## src/rtl/sram_1rw_pkg.sv

```systemverilog
// Shared types, FSM encodings and sizing helper for the 1RW SRAM responder.
package sram_1rw_pkg;

  localparam logic [0:0] ST_INIT  = 1'b0;
  localparam logic [0:0] ST_READY = 1'b1;

  // Address width for a given depth: ceil(log2(depth)), clamped to 1..14.
  function automatic int unsigned addr_width(input int unsigned depth);
    if (depth <= 2)         return 1;
    else if (depth <= 4)    return 2;
    else if (depth <= 8)    return 3;
    else if (depth <= 16)   return 4;
    else if (depth <= 32)   return 5;
    else if (depth <= 64)   return 6;
    else if (depth <= 128)  return 7;
    else if (depth <= 256)  return 8;
    else if (depth <= 512)  return 9;
    else if (depth <= 1024) return 10;
    else if (depth <= 2048) return 11;
    else if (depth <= 4096) return 12;
    else if (depth <= 8192) return 13;
    else                    return 14;
  endfunction

endpackage

```

## src/rtl/sram_1rw_responder_if.sv

```systemverilog
// Request/response bundle between the SRAM requestor and this responder.
interface sram_1rw_responder_if
  import sram_1rw_pkg::*;
#(
  parameter int unsigned ADDR_WIDTH    = 4,
  parameter int unsigned RAM_WIDTH     = 32,
  parameter int unsigned ERR_CNT_WIDTH = 8
);

  logic                     enableRam;
  logic [ADDR_WIDTH-1:0]    address;
  logic                     enableWrite;
  logic [RAM_WIDTH-1:0]     writeData;
  logic                     injectErr;
  logic [RAM_WIDTH-1:0]     readData;
  logic                     readValid;
  logic                     parityErr;
  logic [ERR_CNT_WIDTH-1:0] errCount;
  logic                     initDone;

  modport master (
    output enableRam, address, enableWrite, writeData, injectErr,
    input  readData, readValid, parityErr, errCount, initDone
  );

  modport slave (
    input  enableRam, address, enableWrite, writeData, injectErr,
    output readData, readValid, parityErr, errCount, initDone
  );

endinterface

```

## src/rtl/sram_1rw_array.sv

```systemverilog
// Storage array: one write port, registered read port (read-first on collision).
module sram_1rw_array
  import sram_1rw_pkg::*;
#(
  parameter int unsigned DEPTH      = 16,
  parameter int unsigned WORD_WIDTH = 33,
  parameter int unsigned ADDR_WIDTH = 4
) (
  input  logic                  clockCore,
  input  logic                  wrEn,
  input  logic [ADDR_WIDTH-1:0] wrAddr,
  input  logic [WORD_WIDTH-1:0] wrWord,
  input  logic                  rdEn,
  input  logic [ADDR_WIDTH-1:0] rdAddr,
  output logic [WORD_WIDTH-1:0] rdWord
);

  logic [WORD_WIDTH-1:0] mem [DEPTH];

  // Write commits and read samples the pre-write contents on the same edge.
  always_ff @(posedge clockCore) begin
    if (wrEn) begin
      mem[wrAddr] <= wrWord;
    end
    if (rdEn) begin
      rdWord <= mem[rdAddr];
    end
  end

endmodule

```

## src/rtl/sram_1rw_responder.sv

```systemverilog
// 1RW SRAM responder: post-reset clear, 2-cycle read latency, per-word even parity.
module sram_1rw_responder
  import sram_1rw_pkg::*;
#(
  parameter int unsigned RAM_DEPTH     = 16,
  parameter int unsigned RAM_WIDTH     = 32,
  parameter int unsigned ERR_CNT_WIDTH = 8
) (
  input  logic               clockCore,
  input  logic               resetCore,
  sram_1rw_responder_if.slave bus
);

  localparam int unsigned ADDR_WIDTH = addr_width(RAM_DEPTH);
  localparam int unsigned WORD_WIDTH = RAM_WIDTH + 1;
  localparam logic [ADDR_WIDTH-1:0] LAST_ADDR = ADDR_WIDTH'(RAM_DEPTH - 1);

  logic [0:0]            state;
  logic [0:0]            stateNext;
  logic [ADDR_WIDTH-1:0] initAddr;
  logic [ADDR_WIDTH-1:0] initAddrNext;

  logic                  inRange_c;
  logic                  accept_c;
  logic                  rdEn_c;
  logic                  wrEn_c;
  logic [ADDR_WIDTH-1:0] wrAddr_c;
  logic [WORD_WIDTH-1:0] wrWord_c;
  logic                  errHit_c;

  logic                  valid1;
  logic                  inRange1;
  logic [WORD_WIDTH-1:0] rdWord;

  // Request qualification: only after the clear has finished and only in range.
  assign inRange_c = (32'(bus.address) < RAM_DEPTH);
  assign accept_c  = bus.initDone & bus.enableRam;
  assign rdEn_c    = accept_c & inRange_c;

  // State register and clear-address counter.
  always_ff @(posedge clockCore) begin
    if (resetCore) begin
      state    <= ST_INIT;
      initAddr <= '0;
    end else begin
      state    <= stateNext;
      initAddr <= initAddrNext;
    end
  end

  // Next state and write-port steering (clear writes in INIT, requests in READY).
  always_comb begin
    stateNext    = state;
    initAddrNext = initAddr;
    wrEn_c       = 1'b0;
    wrAddr_c     = bus.address;
    wrWord_c     = {(^bus.writeData) ^ bus.injectErr, bus.writeData};
    case (state)
      ST_INIT: begin
        wrEn_c   = 1'b1;
        wrAddr_c = initAddr;
        wrWord_c = '0;
        if (initAddr == LAST_ADDR) begin
          stateNext = ST_READY;
        end else begin
          initAddrNext = ADDR_WIDTH'(initAddr + 1'b1);
        end
      end
      default: begin
        wrEn_c = accept_c & bus.enableWrite & inRange_c;
      end
    endcase
  end

  sram_1rw_array #(
    .DEPTH      (RAM_DEPTH),
    .WORD_WIDTH (WORD_WIDTH),
    .ADDR_WIDTH (ADDR_WIDTH)
  ) uArray (
    .clockCore (clockCore),
    .wrEn      (wrEn_c),
    .wrAddr    (wrAddr_c),
    .wrWord    (wrWord_c),
    .rdEn      (rdEn_c),
    .rdAddr    (bus.address),
    .rdWord    (rdWord)
  );

  // Stage-1 control alongside the array's registered read.
  always_ff @(posedge clockCore) begin
    if (resetCore) begin
      valid1   <= 1'b0;
      inRange1 <= 1'b0;
    end else begin
      valid1   <= accept_c;
      inRange1 <= inRange_c;
    end
  end

  // Stored parity bit XOR data parity is nonzero exactly on a mismatch.
  assign errHit_c = valid1 & inRange1 & (^rdWord);

  // Stage-2 outputs, parity flag, saturating error counter and init status.
  always_ff @(posedge clockCore) begin
    if (resetCore) begin
      bus.readData  <= '0;
      bus.readValid <= 1'b0;
      bus.parityErr <= 1'b0;
      bus.errCount  <= '0;
      bus.initDone  <= 1'b0;
    end else begin
      bus.initDone  <= (state == ST_READY);
      bus.readValid <= valid1;
      bus.parityErr <= errHit_c;
      if (valid1) begin
        bus.readData <= inRange1 ? rdWord[RAM_WIDTH-1:0] : '0;
      end
      if (errHit_c && !(&bus.errCount)) begin
        bus.errCount <= ERR_CNT_WIDTH'(bus.errCount + 1'b1);
      end
    end
  end

endmodule

```

## src/flat_wrapper.sv

```systemverilog
// flat-port wrapper written by rule: the top's interface ports become plain ports
module sram_1rw_responder_flat import sram_1rw_pkg::*;
#(
  parameter int unsigned RAM_DEPTH     = 16,
  parameter int unsigned RAM_WIDTH     = 32,
  parameter int unsigned ERR_CNT_WIDTH = 8
)
  (clockCore, resetCore, bus_enableRam, bus_address, bus_enableWrite, bus_writeData, bus_injectErr, bus_readData, bus_readValid, bus_parityErr, bus_errCount, bus_initDone);
  sram_1rw_responder_if #(.ADDR_WIDTH(4), .RAM_WIDTH(RAM_WIDTH), .ERR_CNT_WIDTH(ERR_CNT_WIDTH)) bus_i ();
  input  logic clockCore;
  input  logic resetCore;
  input wire logic [$bits(bus_i.enableRam)-1:0] bus_enableRam;
  input wire logic [$bits(bus_i.address)-1:0] bus_address;
  input wire logic [$bits(bus_i.enableWrite)-1:0] bus_enableWrite;
  input wire logic [$bits(bus_i.writeData)-1:0] bus_writeData;
  input wire logic [$bits(bus_i.injectErr)-1:0] bus_injectErr;
  output wire logic [$bits(bus_i.readData)-1:0] bus_readData;
  output wire logic [$bits(bus_i.readValid)-1:0] bus_readValid;
  output wire logic [$bits(bus_i.parityErr)-1:0] bus_parityErr;
  output wire logic [$bits(bus_i.errCount)-1:0] bus_errCount;
  output wire logic [$bits(bus_i.initDone)-1:0] bus_initDone;
  assign bus_i.enableRam = bus_enableRam;
  assign bus_i.address = bus_address;
  assign bus_i.enableWrite = bus_enableWrite;
  assign bus_i.writeData = bus_writeData;
  assign bus_i.injectErr = bus_injectErr;
  assign bus_readData = bus_i.readData;
  assign bus_readValid = bus_i.readValid;
  assign bus_parityErr = bus_i.parityErr;
  assign bus_errCount = bus_i.errCount;
  assign bus_initDone = bus_i.initDone;
  sram_1rw_responder #(.RAM_DEPTH(RAM_DEPTH), .RAM_WIDTH(RAM_WIDTH), .ERR_CNT_WIDTH(ERR_CNT_WIDTH)) u_core (.clockCore(clockCore), .resetCore(resetCore), .bus(bus_i));
endmodule
```

## config.mk

```make
export PLATFORM = sky130hd
export DESIGN_NAME = sram_1rw_responder_flat
export DESIGN_NICKNAME = d
export VERILOG_FILES = /design/src/rtl/sram_1rw_pkg.sv /design/src/rtl/sram_1rw_responder_if.sv /design/src/rtl/sram_1rw_array.sv /design/src/rtl/sram_1rw_responder.sv /design/src/flat_wrapper.sv
export SDC_FILE = /design/constraint.sdc
export NUM_CORES = 1
export LEC_CHECK = 0
export BUFFER_PORTS_ARGS = -buffer_cell sky130_fd_sc_hd__buf_4
export CORE_ASPECT_RATIO = 1.5
export CORE_UTILIZATION = 30
export DETAILED_ROUTE_END_ITERATION = 8
export HOLD_SLACK_MARGIN = 0.12
export PLACE_DENSITY = 0.53
export SYNTH_ARGS = -nofsm -noshare
export SYNTH_HDL_FRONTEND = slang
export SYNTH_SLANG_ARGS = --single-unit
```

## constraint.sdc

```tcl
create_clock -name clockCore -period 10 [get_ports clockCore]
set_input_delay 1 -clock clockCore [delete_from_list [all_inputs] [get_ports clockCore]]
set_output_delay 1 -clock clockCore [all_outputs]
set_load 0.02 [all_outputs]
```

Yosys cells after proc, flatten, opt, wreduce, memory -nomap -nowiden
Memory sizes are Yosys's and may differ from the RTL's. A register that Yosys moved wholly into a read port is not among the register bits.
Index checks and enable logic that the tools add are counted.
{"block": "word_totals", "ff_bits": 50, "ramBits": 528, "in_bits": 41, "output_inout_bits": 43, "elab_cells": 35, "memories": 1}
{"name": "u_core.uArray.mem", "words": 16, "word_bits": 33, "rd": 1, "rd_ports_with_merged_regs": 1, "write_ports": 1, "line": "sram_1rw_array.sv:18", "text": "logic [WORD_WIDTH-1:0] mem [DEPTH];"}
{"block": "op_classes", "addsub": 2, "n_eq_ne": 1, "mux": 9, "n_bitwise": 7, "reduce_logical": 6}
{"operator": "$mux 33", "n": 1}
{"operator": "$reduce_xor 33->1", "n": 1}
{"operator": "$mux 32", "n": 1}
{"operator": "$reduce_xor 32->1", "n": 1}
{"operator": "$add 8x1->8 const B", "n": 1}
{"operator": "$reduce_and 8->1", "n": 1}
{"operator": "$mux 1", "n": 6}
{"operator": "$add 4x1->4 const B", "n": 1}
{"operator": "$and 1x1->1", "n": 4}
{"operator": "$eq 4x4->1 const B", "n": 1}
{"operator": "$mux 4", "n": 1}
{"operator": "$not 1->1", "n": 2}
{"operator": "$reduce_and 2->1", "n": 1}
{"operator": "$logic_and 1x1->1", "n": 1}
{"operator": "$logic_not 1->1", "n": 1}
{"operator": "$xor 1x1->1", "n": 1}

Depth between registers and ports, before layout
Gate-level depths: netlist of run 1.
{"block": "depth", "depth_word": 5, "mapped_depth": 7, "mapped_depth_nobuf": 7}

Modules after synthesis
A second synthesis of run 1 with hierarchy kept.
{"block": "hier_totals", "hier_cells": 1210, "area_unflattened_um2": 23912.9}
{"module": "sram_1rw_array", "instances": 1, "cells_per_inst": 864, "area_each_um2": 20961.4, "seq_area_each_um2": 16846.2}
{"module": "sram_1rw_responder", "instances": 1, "cells_per_inst": 346, "area_each_um2": 2951.6, "seq_area_each_um2": 1001.0}

Worst setup path after synthesis of run 1
No wires, ideal clock.
{"block": "synth_path", "path_kind": "input to register", "start": "input port bus_enableRam", "end": "memory u_core.uArray.mem[11][0] (enable)", "arrival_time_ps": 3963, "t_required_ps": 9577, "setup_slack_ps": 5614, "stages": 6, "path_cell_list": "and2_1 > nand2_1 > or3_1 > o21ai_0 > nand2_1 > nor2_1"}
{"block": "synth_between", "elab_chain_cells": 5}
{"item": "from (decl)", "line": "flat_wrapper.sv:12", "text": "input wire logic [$bits(bus_i.enableRam)-1:0] bus_enableRam;"}
{"item": "$and 1x1->1", "line": "sram_1rw_responder.sv:37", "text": "assign accept_c = bus.initDone & bus.enableRam;"}
{"item": "$and 1x1->1", "line": "sram_1rw_responder.sv:70", "text": "wrEn_c = accept_c & bus.enableWrite & inRange_c;"}
{"item": "$mux 1", "line": "sram_1rw_responder.sv:58", "text": "case (state)"}
{"item": "$mux 1", "line": "sram_1rw_array.sv:22", "text": "if (wrEn) begin"}
{"item": "$mux 1 (not written as such)", "line": "sram_1rw_array.sv:23", "text": "mem[wrAddr] <= wrWord;"}
{"item": "to (decl)", "line": "sram_1rw_array.sv:18"}
Every way passes these cells.

Worst setup path after layout of run 1
{"block": "layout_path", "start": "register u_core.state", "end": "memory u_core.uArray.mem[1][17] (enable)"}
{"block": "layout_between", "elab_chain_cells": 3}
{"item": "from (decl)", "line": "sram_1rw_responder.sv:18", "text": "logic [0:0] state;"}
{"item": "from (signal assigned)", "line": "sram_1rw_responder.sv:46", "text": "state <= stateNext;"}
{"item": "$mux 1", "line": "sram_1rw_responder.sv:58"}
{"item": "$mux 1", "line": "sram_1rw_array.sv:22"}
{"item": "$mux 1 (not written as such)", "line": "sram_1rw_array.sv:23"}
Several ways; a longest one is shown, not always the timed one.

==> metrics.log, run 1 <==
INFO  metric clock_insertion_delay_worst_skew = 0.62 ns
INFO  metric antenna_cells_inserted = 0
INFO  metric final_min_period_over_clock_period = 35.31%
INFO  metric ir_worst_vdd = 0.1139 mV
INFO  metric clock_path_buffers = 3
INFO  metric worst_pin_slew = 1.003 ns
INFO  metric synth.ff_latch_count = 611
INFO  metric synthMuxAreaShare = 16.45%
INFO  metric htree_levels = 2
INFO  metric drt-initial-drc-count = 1003
INFO  metric post-route-util = 35.18%
INFO  metric final_hold_viol_count = 0
INFO  metric viasPerCell = 4.783
INFO  metric post_route_cells_drive_above_1_share = 29.64%
INFO  metric postSynth.asyncResetShare = 0%
INFO  metric kind_of_launch_point_of_the_worst_setup_path = flop
INFO  metric power_leakage = 0.009157 uW
INFO  metric width_of_the_chip = 232.1 um
INFO  metric ctsHoldBuffers = 0
INFO  metric grt_usage = 14.71%
INFO  metric die_area = 80610 um2
INFO  metric routed-via-count = 11110
INFO  metric synthDominantAreaCellType = sky130_fd_sc_hd__edfxtp_1
INFO  metric final_critical_path_setup_slack = 6.469 ns
INFO  metric count_of_flip_flops_with_a_built_in_enable_after_synthesis = 561
INFO  metric antenna_violating_nets_post_route = 0
INFO  metric placed_cells_incl_taps = 2218
INFO  metric synth_top_family_by_area = multiplexers
INFO  metric yosysMostFrequentCell = sky130_fd_sc_hd__edfxtp_1
INFO  metric grt_pass1_wl = 84.92 mm
INFO  metric end_kind = flop
INFO  metric drv_slew = 0
INFO  metric synth_cell_types = 41
INFO  metric ys_warn_count = 0
INFO  metric setup_repair_after_global_routing_missed_its_margin = false
INFO  metric arrival_time_reported_for_the_critical_path_endpoint = 3.78 ns
INFO  metric syn_area = 23840 um2
INFO  metric numCtsBuffers = 56
INFO  metric dieHeight = 347.2 um
INFO  metric synthSimpleGateAreaFrac = 4.052%
INFO  metric synth.top_cells.by_count = sky130_fd_sc_hd__edfxtp_1 (561), sky130_fd_sc_hd__mux4_2 (165), sky130_fd_sc_hd__nor2_1 (62), sky130_fd_sc_hd__xnor2_1 (52), sky130_fd_sc_hd__dfxtp_1 (50)
INFO  metric start_util = 30.30%
INFO  metric total_of_fill_cells_in_the_finished_design = 7238
INFO  metric cts_setup_buffers = 0
INFO  metric boundaryPins = 84
INFO  metric max_slew_margin = 32.85%
INFO  metric final.min_clock_period = 3.531 ns
INFO  metric hold_slack = 0.5239 ns
INFO  metric post_syn_nets = 1189
INFO  metric synth_top_area_share = 70.68%
INFO  metric nets = 1297
INFO  metric routed_wire_length_per_instance = 25.21 um
INFO  metric placeableCoreArea = 78670 um2
INFO  metric area.growth.synth_to_final = 16.13%
INFO  metric clock-root-buffer = sky130_fd_sc_hd__clkbuf_16
INFO  metric maxClockFrequency = 283.2 MHz
INFO  metric dpl_worst_slack = 5.757 ns
INFO  metric grt_max_degree = 63
INFO  metric hp-class = reg -> reg
INFO  metric criticalPathCategory = reg -> reg
INFO  metric detailedRoute.firstPassIterationCount = 5
INFO  metric sequential_cell_area = 17850 um2
INFO  metric vias_in_the_first_global_route = 11920
INFO  metric synth-compound-area-share = 0.9081%
INFO  metric status = completed
INFO  metric cts.clk_slew.worst_paths = 0.06 ns
INFO  metric finish.cell_count_without_fillers = 2323
INFO  metric synth.top_cells.by_area = sky130_fd_sc_hd__edfxtp_1 (71%), sky130_fd_sc_hd__mux4_2 (16%), sky130_fd_sc_hd__dfxtp_1 (4.2%)
INFO  metric drc_errors = 0
INFO  metric syn-mean-instance-area = 20.80 um2
INFO  metric total_negative_slack = 0 ns
INFO  metric multi_input_comb_area = 5859 um2
INFO  metric ys_seq_area_share = 74.88%
INFO  metric placementRows = 126
INFO  metric worst_clock_skew = 0.02079 ns
INFO  metric globalRouteOverflowTotal = 0
INFO  metric yosys.area_share.xor_xnor = 2.556%
INFO  metric port-buffer-count = 83
INFO  metric required = 10.25 ns
INFO  metric place_hpwl = 35.54 mm
INFO  metric setup_violations = 0
INFO  metric antenna_found_initial = 2
INFO  metric max-cap-violations = 0
INFO  metric routed_wl = 58.57 mm
INFO  metric yosys.area_share.adder = 0.1050%
INFO  metric syn_inst = 1146
INFO  metric p_per_area = 190.0 nW/um2
INFO  metric cts-resized-gates = 0
INFO  metric cts.sink_count = 611
INFO  metric critPathMaxFanout = 45
INFO  metric tritoncts = built
INFO  metric gp_congestion = 0.7485
INFO  metric synth_ff_type = sky130_fd_sc_hd__edfxtp_1
[flip-flops by register name, indices dropped and copies added (netlist names)]
signal                flops
u_core.uArray.rdWord     33
u_core.bus.readData      32
u_core.inRange1           1
u_core.bus.errCount       8
u_core.initAddr           4
u_core.bus.initDone       1
u_core.valid1             1
u_core.bus.readValid      1
u_core.state              1
u_core.uArray.mem       528
u_core.bus.parityErr      1
[power breakdown]
part,internal (uW),switching (uW),leakage [uW]
combinational,132,163,0.00243
sequential,2810,12.3,0.00584
clock,1210,938,0.000888
total,4150,1110,0.00916
[path summary, 6_finish.rpt]
| path | start | endpoint | slack, ns | depth (start not counted) |
|---|---|---|---|---|
| max | u_core.state$_SDFF_PP0_ | u_core.uArray.mem[1][17]$_DFFE_PP_ | 6.47 | 6 |
| min | u_core.bus.errCount[6]$_SDFFE_PP0P_ | u_core.bus.errCount[6]$_SDFFE_PP0P_ | 0.52 | 2 |
| max reg2reg | u_core.state$_SDFF_PP0_ | u_core.uArray.mem[1][17]$_DFFE_PP_ | 6.47 | 6 |
| min reg2reg | u_core.bus.errCount[6]$_SDFFE_PP0P_ | u_core.bus.errCount[6]$_SDFFE_PP0P_ | 0.52 | 2 |
[cell type report]
type / instances / share of cell area [%]
well taps: 1024 / 4.629
multi-input cells: 473 / 21.17
clock inverters: 27 / 0.8815
inverters: 4 / 0.05424
flip-flops and latches: 611 / 64.48
repair buffers: 108 / 3.083
clock buffers: 76 / 5.700
[layout by cell type (no fill, tap or decap), types with 3 or more instances in the layout]
master,Yosys,routed
sky130_fd_sc_hd__dfxtp_1,50,49
sky130_fd_sc_hd__xor2_1,6,6
sky130_fd_sc_hd__clkinv_2,0,7
sky130_fd_sc_hd__inv_1,4,4
sky130_fd_sc_hd__clkinv_1,0,10
sky130_fd_sc_hd__clkbuf_8,0,9
sky130_fd_sc_hd__a21oi_1,34,34
sky130_fd_sc_hd__edfxtp_1,561,561
sky130_fd_sc_hd__nand2b_2,3,3
sky130_fd_sc_hd__mux2_1,5,5
sky130_fd_sc_hd__bufinv_16,0,4
sky130_fd_sc_hd__and3_1,3,3
sky130_fd_sc_hd__buf_4,0,104
sky130_fd_sc_hd__mux4_2,165,165
sky130_fd_sc_hd__nor2b_1,39,39
sky130_fd_sc_hd__clkbuf_16,0,57
sky130_fd_sc_hd__nor2_1,62,46
sky130_fd_sc_hd__nand2_1,15,15
sky130_fd_sc_hd__nand3_1,5,5
sky130_fd_sc_hd__and2_1,35,34
sky130_fd_sc_hd__nor3_1,7,7
sky130_fd_sc_hd__xnor2_1,52,52
sky130_fd_sc_hd__mux2i_1,10,10
sky130_fd_sc_hd__nor2_4,0,16
sky130_fd_sc_hd__a31oi_1,3,3
sky130_fd_sc_hd__clkbuf_1,38,11
sky130_fd_sc_hd__clkinvlp_4,0,3
sky130_fd_sc_hd__nand4_1,4,4
[metal layers]
metal | global-route usage, % | vias up | wire length (um)
li1 | - | 4829 | -
met1 | 17.97 | 5952 | 23480
met2 | 26.35 | 257 | 31310
met3 | 2.308 | 72 | 2305
met4 | 4.417 | 2 | 1452
met5 | 0 | - | 17
[critical path, stage by stage (launching register included)]
cell	delay, ns
sky130_fd_sc_hd__dfxtp_2	0.96
sky130_fd_sc_hd__inv_1	0.34
sky130_fd_sc_hd__or3_1	0.43
sky130_fd_sc_hd__o21ai_0	0.11
sky130_fd_sc_hd__nand2_1	0.29
sky130_fd_sc_hd__nor2_4	0.49
sky130_fd_sc_hd__buf_4	0.50
[per-stage QoR]
stage	power, uW	cell area, um2
after floorplan	3051	23840
after global placement	3181	25810
after detailed placement	3182	25810
after CTS	5319	27630
after global routing	5413	27680
final	5260	27680
[logic make-up (layout without fill, tap and decap cells)]
family                     after synthesis  in the layout
AOI/OAI and AO/OA                       41             41
xor gates and xnor gates                63             63
adders and majority gates                2              2
buffers and inverters                   62            215
DFF                                    611            611
muxes                                  183            183
and+or+nand+nor                        184            184
(Power assumes the default switching activity.)
==> run 2, diff against run 1 <==
- PLACE_DENSITY: 0.53 -> 0.54
- clock period: 10 -> 3.1 ns (I/O delays scaled with it)
==> metrics.log, run 2 (same netlist as run 1, synthesis figures left out) <==
INFO  metric status = completed
INFO  metric worstReg2RegStart = u_core.uArray.rdWord[0]$_DFFE_PN_
INFO  metric min_delay_worst_endpoint = u_core.bus.readData[29]$_SDFFE_PP0P_
INFO  metric final.min_clock_period = 2.538 ns
INFO  metric die_area = 80610 um2
INFO  metric drv_slew = 0
INFO  metric cp_slowest_cell = sky130_fd_sc_hd__xnor3_1
INFO  metric antenna_violating_nets_post_route = 0
INFO  metric worst_r2r_endpoint = u_core.bus.errCount[0]$_SDFFE_PP0P_
INFO  metric place_hpwl = 35.13 mm
INFO  metric grt_pass1_wl = 84.25 mm
INFO  metric max_slew_margin = 33.10%
INFO  metric total_negative_slack = 0 ns
INFO  metric maxClockFrequency = 394.1 MHz
INFO  metric routed-via-count = 11300
INFO  metric reg2reg_setup_slack = 0.56 ns
INFO  metric criticalPathCategory = reg -> reg
INFO  metric worst_pin_slew = 0.9988 ns
INFO  metric cts_setup_buffers = 0
INFO  metric routed_wl = 58.36 mm
INFO  metric htree_levels = 2
INFO  metric power_leakage = 0.009426 uW
INFO  metric worst_path_largest_cell_delay = 0.72 ns
INFO  metric required = 3.58 ns
INFO  metric drt-initial-drc-count = 855
INFO  metric grt_usage = 14.65%
INFO  metric viasPerCell = 4.799
INFO  metric globalRouteOverflowTotal = 0
INFO  metric start_util = 30.30%
INFO  metric cts.clk_slew.worst_paths = 0.07 ns
INFO  metric end_kind = flop
INFO  metric antenna_found_initial = 1
INFO  metric setup_repair_after_global_routing_missed_its_margin = false
INFO  metric p_per_area = 612.3 nW/um2
INFO  metric crit_top_cell = sky130_fd_sc_hd__xnor2_1
INFO  metric critical_path.n_buffers_inverters = 0
INFO  metric area.growth.synth_to_final = 18.36%
INFO  metric clock-root-buffer = sky130_fd_sc_hd__clkbuf_16
INFO  metric layout.cells.most_common = sky130_fd_sc_hd__edfxtp_1
INFO  metric min-delay-start = resetCore
INFO  metric timing.critical_path.cells = xnor2_1 > xnor2_1 > xnor2_1 > xnor3_1 > mux2i_4 > mux2_4
INFO  metric dpl_cell_area = 26280 um2
INFO  metric vias_in_the_first_global_route = 12020
INFO  metric port-buffer-count = 83
INFO  metric hp-class = in -> reg
INFO  metric timing.hold.worst_path_depth = 2
INFO  metric placementRows = 126
INFO  metric critical_path.top_delay_family = XOR/XNOR gates
INFO  metric width_of_the_chip = 232.1 um
INFO  metric dieHeight = 347.2 um
INFO  metric routed_wire_length_per_instance = 24.79 um
INFO  metric final_min_period_over_clock_period = 81.86%
INFO  metric detailedRoute.firstPassIterationCount = 5
INFO  metric kind_of_launch_point_of_the_worst_setup_path = flop
INFO  metric tritoncts = built
INFO  metric largest-register = u_core.uArray.mem
INFO  metric cts.sink_count = 611
INFO  metric drc_errors = 0
INFO  metric worst_reg_to_reg_path_cell_count = 6
INFO  metric critPathMaxFanout = 7
INFO  metric ir_worst_vdd = 0.4838 mV
INFO  metric post-route-util = 35.86%
INFO  metric ctsHoldBuffers = 0
INFO  metric final_critical_path_setup_slack = 0.5623 ns
INFO  metric fin_area = 28210 um2
INFO  metric boundaryPins = 84
INFO  metric cts-resized-gates = 0
INFO  metric final_hold_viol_count = 0
INFO  metric worst_clock_skew = 0.01108 ns
INFO  metric layout_top_registers = u_core.uArray.mem: 528 flops, u_core.uArray.rdWord: 33 flops, u_core.bus.readData: 32 flops
INFO  metric numCtsBuffers = 54
INFO  metric post_route_cells_drive_above_1_share = 32.13%
INFO  metric largest_register_ff_count = 528
INFO  metric dpl_worst_slack = 0.5011 ns
INFO  metric setup_violations = 0
INFO  metric max-cap-violations = 0
INFO  metric nets = 1326
INFO  metric grt_max_degree = 55
INFO  metric arrival_time_reported_for_the_critical_path_endpoint = 3.02 ns
INFO  metric clock_insertion_delay_worst_skew = 0.59 ns
INFO  metric totalPowerFinal = 17270 uW
INFO  metric placeableCoreArea = 78670 um2
INFO  metric clock_path_buffers = 3
INFO  metric gp_congestion = 0.7587
INFO  metric mostFrequentLayoutCells = sky130_fd_sc_hd__edfxtp_1 (561), sky130_fd_sc_hd__mux4_2 (165), sky130_fd_sc_hd__buf_4 (120)
## run 2: area by class of cell
| type | instances | area (um2) |
|---|---|---|
| Fill cell | 7212 | 50460 |
| Timing Repair Buffer | 139 | 1275 |
| Multi-Input combinational cell | 473 | 5861 |
| Antenna cell | 1 | 2.502 |
| Clock buffer | 71 | 1539 |
| Tap cell | 1024 | 1281 |
| Inverter | 4 | 15.01 |
| Sequential cell | 611 | 17850 |
| Clock inverter | 31 | 387.9 |
## run 2: worst max path at each step
stage | slack (ns) | cells after the start | end | start
floorplan | -0.52 | 5 | u_core.uArray.mem[6][0]$_DFFE_PP_ | u_core.bus.initDone$_SDFF_PP0_
global placement | 0.50 | 10 | u_core.uArray.mem[6][32]$_DFFE_PP_ | bus_writeData[16]
detailed placement | 0.50 | 6 | u_core.bus.errCount[0]$_SDFFE_PP0P_ | u_core.uArray.rdWord[0]$_DFFE_PN_
CTS | 0.49 | 6 | u_core.bus.errCount[0]$_SDFFE_PP0P_ | u_core.uArray.rdWord[0]$_DFFE_PN_
global route | 0.39 | 6 | u_core.bus.errCount[0]$_SDFFE_PP0P_ | u_core.uArray.rdWord[0]$_DFFE_PN_
finish | 0.56 | 6 | u_core.bus.errCount[0]$_SDFFE_PP0P_ | u_core.uArray.rdWord[0]$_DFFE_PN_
## run 2: report_power, final
part,switching [uW],internal (uW)
clock network,3020,4190
logic,508,467
registers,35.1,9050
total,3560,13700
## run 2: per-stage QoR
step	hold WS (ns)	instances
3_3_place_gp	0.4956	2251
2_1_floorplan	0.4946	1146
6_report	0.2332	2354
5_1_grt	0.2371	2353
3_5_place_dp	0.5050	2251
4_1_cts	0.2115	2353
## run 2: layer usage
metal | part of all wire, % | global-route usage, % | up-vias
met5 | 0 | 0 | -
met4 | 2.5 | 4.068 | 0
met3 | 4.3 | 1.807 | 73
met2 | 54 | 26.71 | 286
met1 | 39 | 17.96 | 6024
li1 | - | - | 4913
==> run 3, diff against run 2 <==
- clock period: 3.1 -> 2.27 ns (I/O delays scaled with it)
==> metrics.log, run 3 (same netlist as run 1, synthesis figures left out) <==
INFO  metric grt_max_degree = 38
INFO  metric placementRows = 126
INFO  metric port-buffer-count = 83
INFO  metric final_hold_viol_count = 0
INFO  metric power_switching_share = 21.15%
INFO  metric routed_wl = 57.60 mm
INFO  metric routedLengthMet1 = 23.58 mm
INFO  metric maxUsedRoutingLayer = met4
INFO  metric totalPowerFinal = 23290 uW
INFO  metric placed_cells_incl_taps = 2275
INFO  metric area.growth.synth_to_final = 20.26%
INFO  metric htree_levels = 2
INFO  metric place_hpwl = 34.49 mm
INFO  metric p_per_area = 812.5 nW/um2
INFO  metric end_kind = flop
INFO  metric numCtsBuffers = 55
INFO  metric setup_repair_after_global_routing_missed_its_margin = true
INFO  metric internal_power = 18360 uW
INFO  metric clock_insertion_delay_worst_skew = 0.64 ns
INFO  metric maxClockFrequency = 441.5 MHz
INFO  metric globalRouteOverflowTotal = 0
INFO  metric final.min_clock_period = 2.265 ns
INFO  metric cts.sink_count = 611
INFO  metric power.clock.fraction = 40.9%
INFO  metric cts.clk_slew.worst_paths = 0.07 ns
INFO  metric critPathMaxFanout = 2
INFO  metric hp-class = in -> reg
INFO  metric grt_usage = 14.57%
INFO  metric final_critical_path_setup_slack = 0.004977 ns
INFO  metric required = 2.79 ns
INFO  metric mostFrequentLayoutCells = sky130_fd_sc_hd__edfxtp_1 (561), sky130_fd_sc_hd__mux4_2 (165), sky130_fd_sc_hd__buf_4 (133)
INFO  metric power_leakage = 0.009659 uW
INFO  metric kind_of_launch_point_of_the_worst_setup_path = flop
INFO  metric vias_in_the_first_global_route = 12090
INFO  metric criticalPathCategory = reg -> reg
INFO  metric timing.critical_path.cells = xor2_1 > xnor2_1 > xnor3_2 > or3_4 > mux2i_4 > mux2_4
INFO  metric max_slew_margin = 31.89%
INFO  metric drt-initial-drc-count = 722
INFO  metric post_route_cells_drive_above_1_share = 33.60%
INFO  metric sequentialPowerShare = 53.3%
INFO  metric dieHeight = 347.2 um
INFO  metric met2_length = 30.24 mm
INFO  metric finish.cell_count_without_fillers = 2387
INFO  metric antenna_cells_inserted = 0
INFO  metric gp_congestion = 0.7531
INFO  metric worst_clock_skew = 0.03355 ns
INFO  metric largest-register = u_core.uArray.mem
INFO  metric antenna_violating_nets_post_route = 0
INFO  metric p_comb_share = 5.8%
INFO  metric status = completed
INFO  metric setup_violations = 0
INFO  metric route.met3.wl = 2.325 mm
INFO  metric ir_worst_vdd = 0.5739 mV
INFO  metric largest_register_ff_count = 528
INFO  metric dpl_cell_area = 26680 um2
INFO  metric switchingPower = 4926 uW
INFO  metric final_min_period_over_clock_period = 99.78%
INFO  metric cp_slowest_cell = sky130_fd_sc_hd__xnor3_2
INFO  metric max-cap-violations = 0
INFO  metric placeableCoreArea = 78670 um2
INFO  metric total_of_fill_cells_in_the_finished_design = 7108
INFO  metric clock-root-buffer = sky130_fd_sc_hd__clkbuf_16
INFO  metric detailedRoute.firstPassIterationCount = 7
INFO  metric drv_slew = 0
INFO  metric grt_pass1_wl = 84.28 mm
INFO  metric die_area = 80610 um2
INFO  metric worst_path_largest_cell_delay = 0.47 ns
INFO  metric routed-via-count = 11330
INFO  metric drc_errors = 0
INFO  metric worst_pin_slew = 1.017 ns
INFO  metric boundaryPins = 84
INFO  metric arrival_time_reported_for_the_critical_path_endpoint = 2.79 ns
INFO  metric nets = 1360
INFO  metric clock_path_buffers = 3
INFO  metric layout_top_registers = u_core.uArray.mem: 528 flops, u_core.uArray.rdWord: 33 flops, u_core.bus.readData: 32 flops
INFO  metric antenna_found_initial = 0
INFO  metric viasPerCell = 4.747
INFO  metric fin_area = 28660 um2
INFO  metric tritoncts = built
INFO  metric width_of_the_chip = 232.1 um
INFO  metric start_util = 30.30%
INFO  metric dpl_worst_slack = -0.1627 ns
INFO  metric routed_wire_length_per_instance = 24.13 um
INFO  metric layout.cells.most_common = sky130_fd_sc_hd__edfxtp_1
run 3: path summary, 6_finish.rpt:
kind	start	depth (start not counted)	endpoint	slack (ns)
setup / recovery	u_core.uArray.rdWord[11]$_DFFE_PN_	6	u_core.bus.errCount[0]$_SDFFE_PP0P_	0.005
hold / removal	bus_writeData[31]	3	u_core.uArray.mem[10][31]$_DFFE_PP_	0.16
setup reg to reg	u_core.uArray.rdWord[11]$_DFFE_PN_	6	u_core.bus.errCount[0]$_SDFFE_PP0P_	0.005
hold reg to reg	u_core.bus.errCount[1]$_SDFFE_PP0P_	2	u_core.bus.errCount[1]$_SDFFE_PP0P_	0.51
run 3: cell type report:
class,instances,area (um2),share of cell area (%)
inverters,4,15.01,0.05238
well taps,1024,1281,4.470
repair buffers,172,1730,6.037
clock inverters,37,380.4,1.327
flip-flops and latches,611,17860,62.29
clock buffers,66,1439,5.020
multi-input cells,473,5962,20.80
run 3: critical path, delay by kind of cell, from the launching register on:
kind	cells	cell delay [ns]
XOR/XNOR	3	0.82
multiplexers	2	0.48
flip-flops	1	0.46
AND/OR/NAND/NOR	1	0.41
run 3: power groups by stage:
stage / clock, uW / sequential, uW / combinational [uW]
floorplan: 0 / 12600 / 821
global placement: 0 / 12600 / 1400
detailed placement: 0 / 12700 / 1400
CTS: 9760 / 12400 / 1410
global route: 10100 / 12400 / 1440
finish: 9520 / 12400 / 1360
run 3: layer usage:
| metal | track usage [%] | vias up |
|---|---|---|
| met5 | 0 | - |
| met4 | 4.444 | 0 |
| met3 | 2.365 | 81 |
| met2 | 25.57 | 240 |
| met1 | 18.21 | 6049 |
| li1 | - | 4961 |
run 3: what timing repair did:
| action | in CTS | in global routing |
|---|---|---|
| setup endpoints to repair | 7 | 45 |
| pin swaps | 3 | 3 |
| hold endpoints to repair | 40 | 0 |
| resized for setup | 7 | 10 |
| setup buffers | 2 | 5 |
| hold buffers | 2 | 0 |
run 3: through the flow:
step | util, % | hold slack, ns | TNS, ns
2_1_floorplan | - | 0.4946 | -6.364
3_3_place_gp | 33.91 | 0.4842 | -1.025
3_5_place_dp | 33.91 | 0.5073 | -0.9853
4_1_cts | 36.33 | 0.1346 | -0.02656
5_1_grt | 36.44 | 0.1725 | -0.3699
6_report | 36.44 | 0.1561 | 0
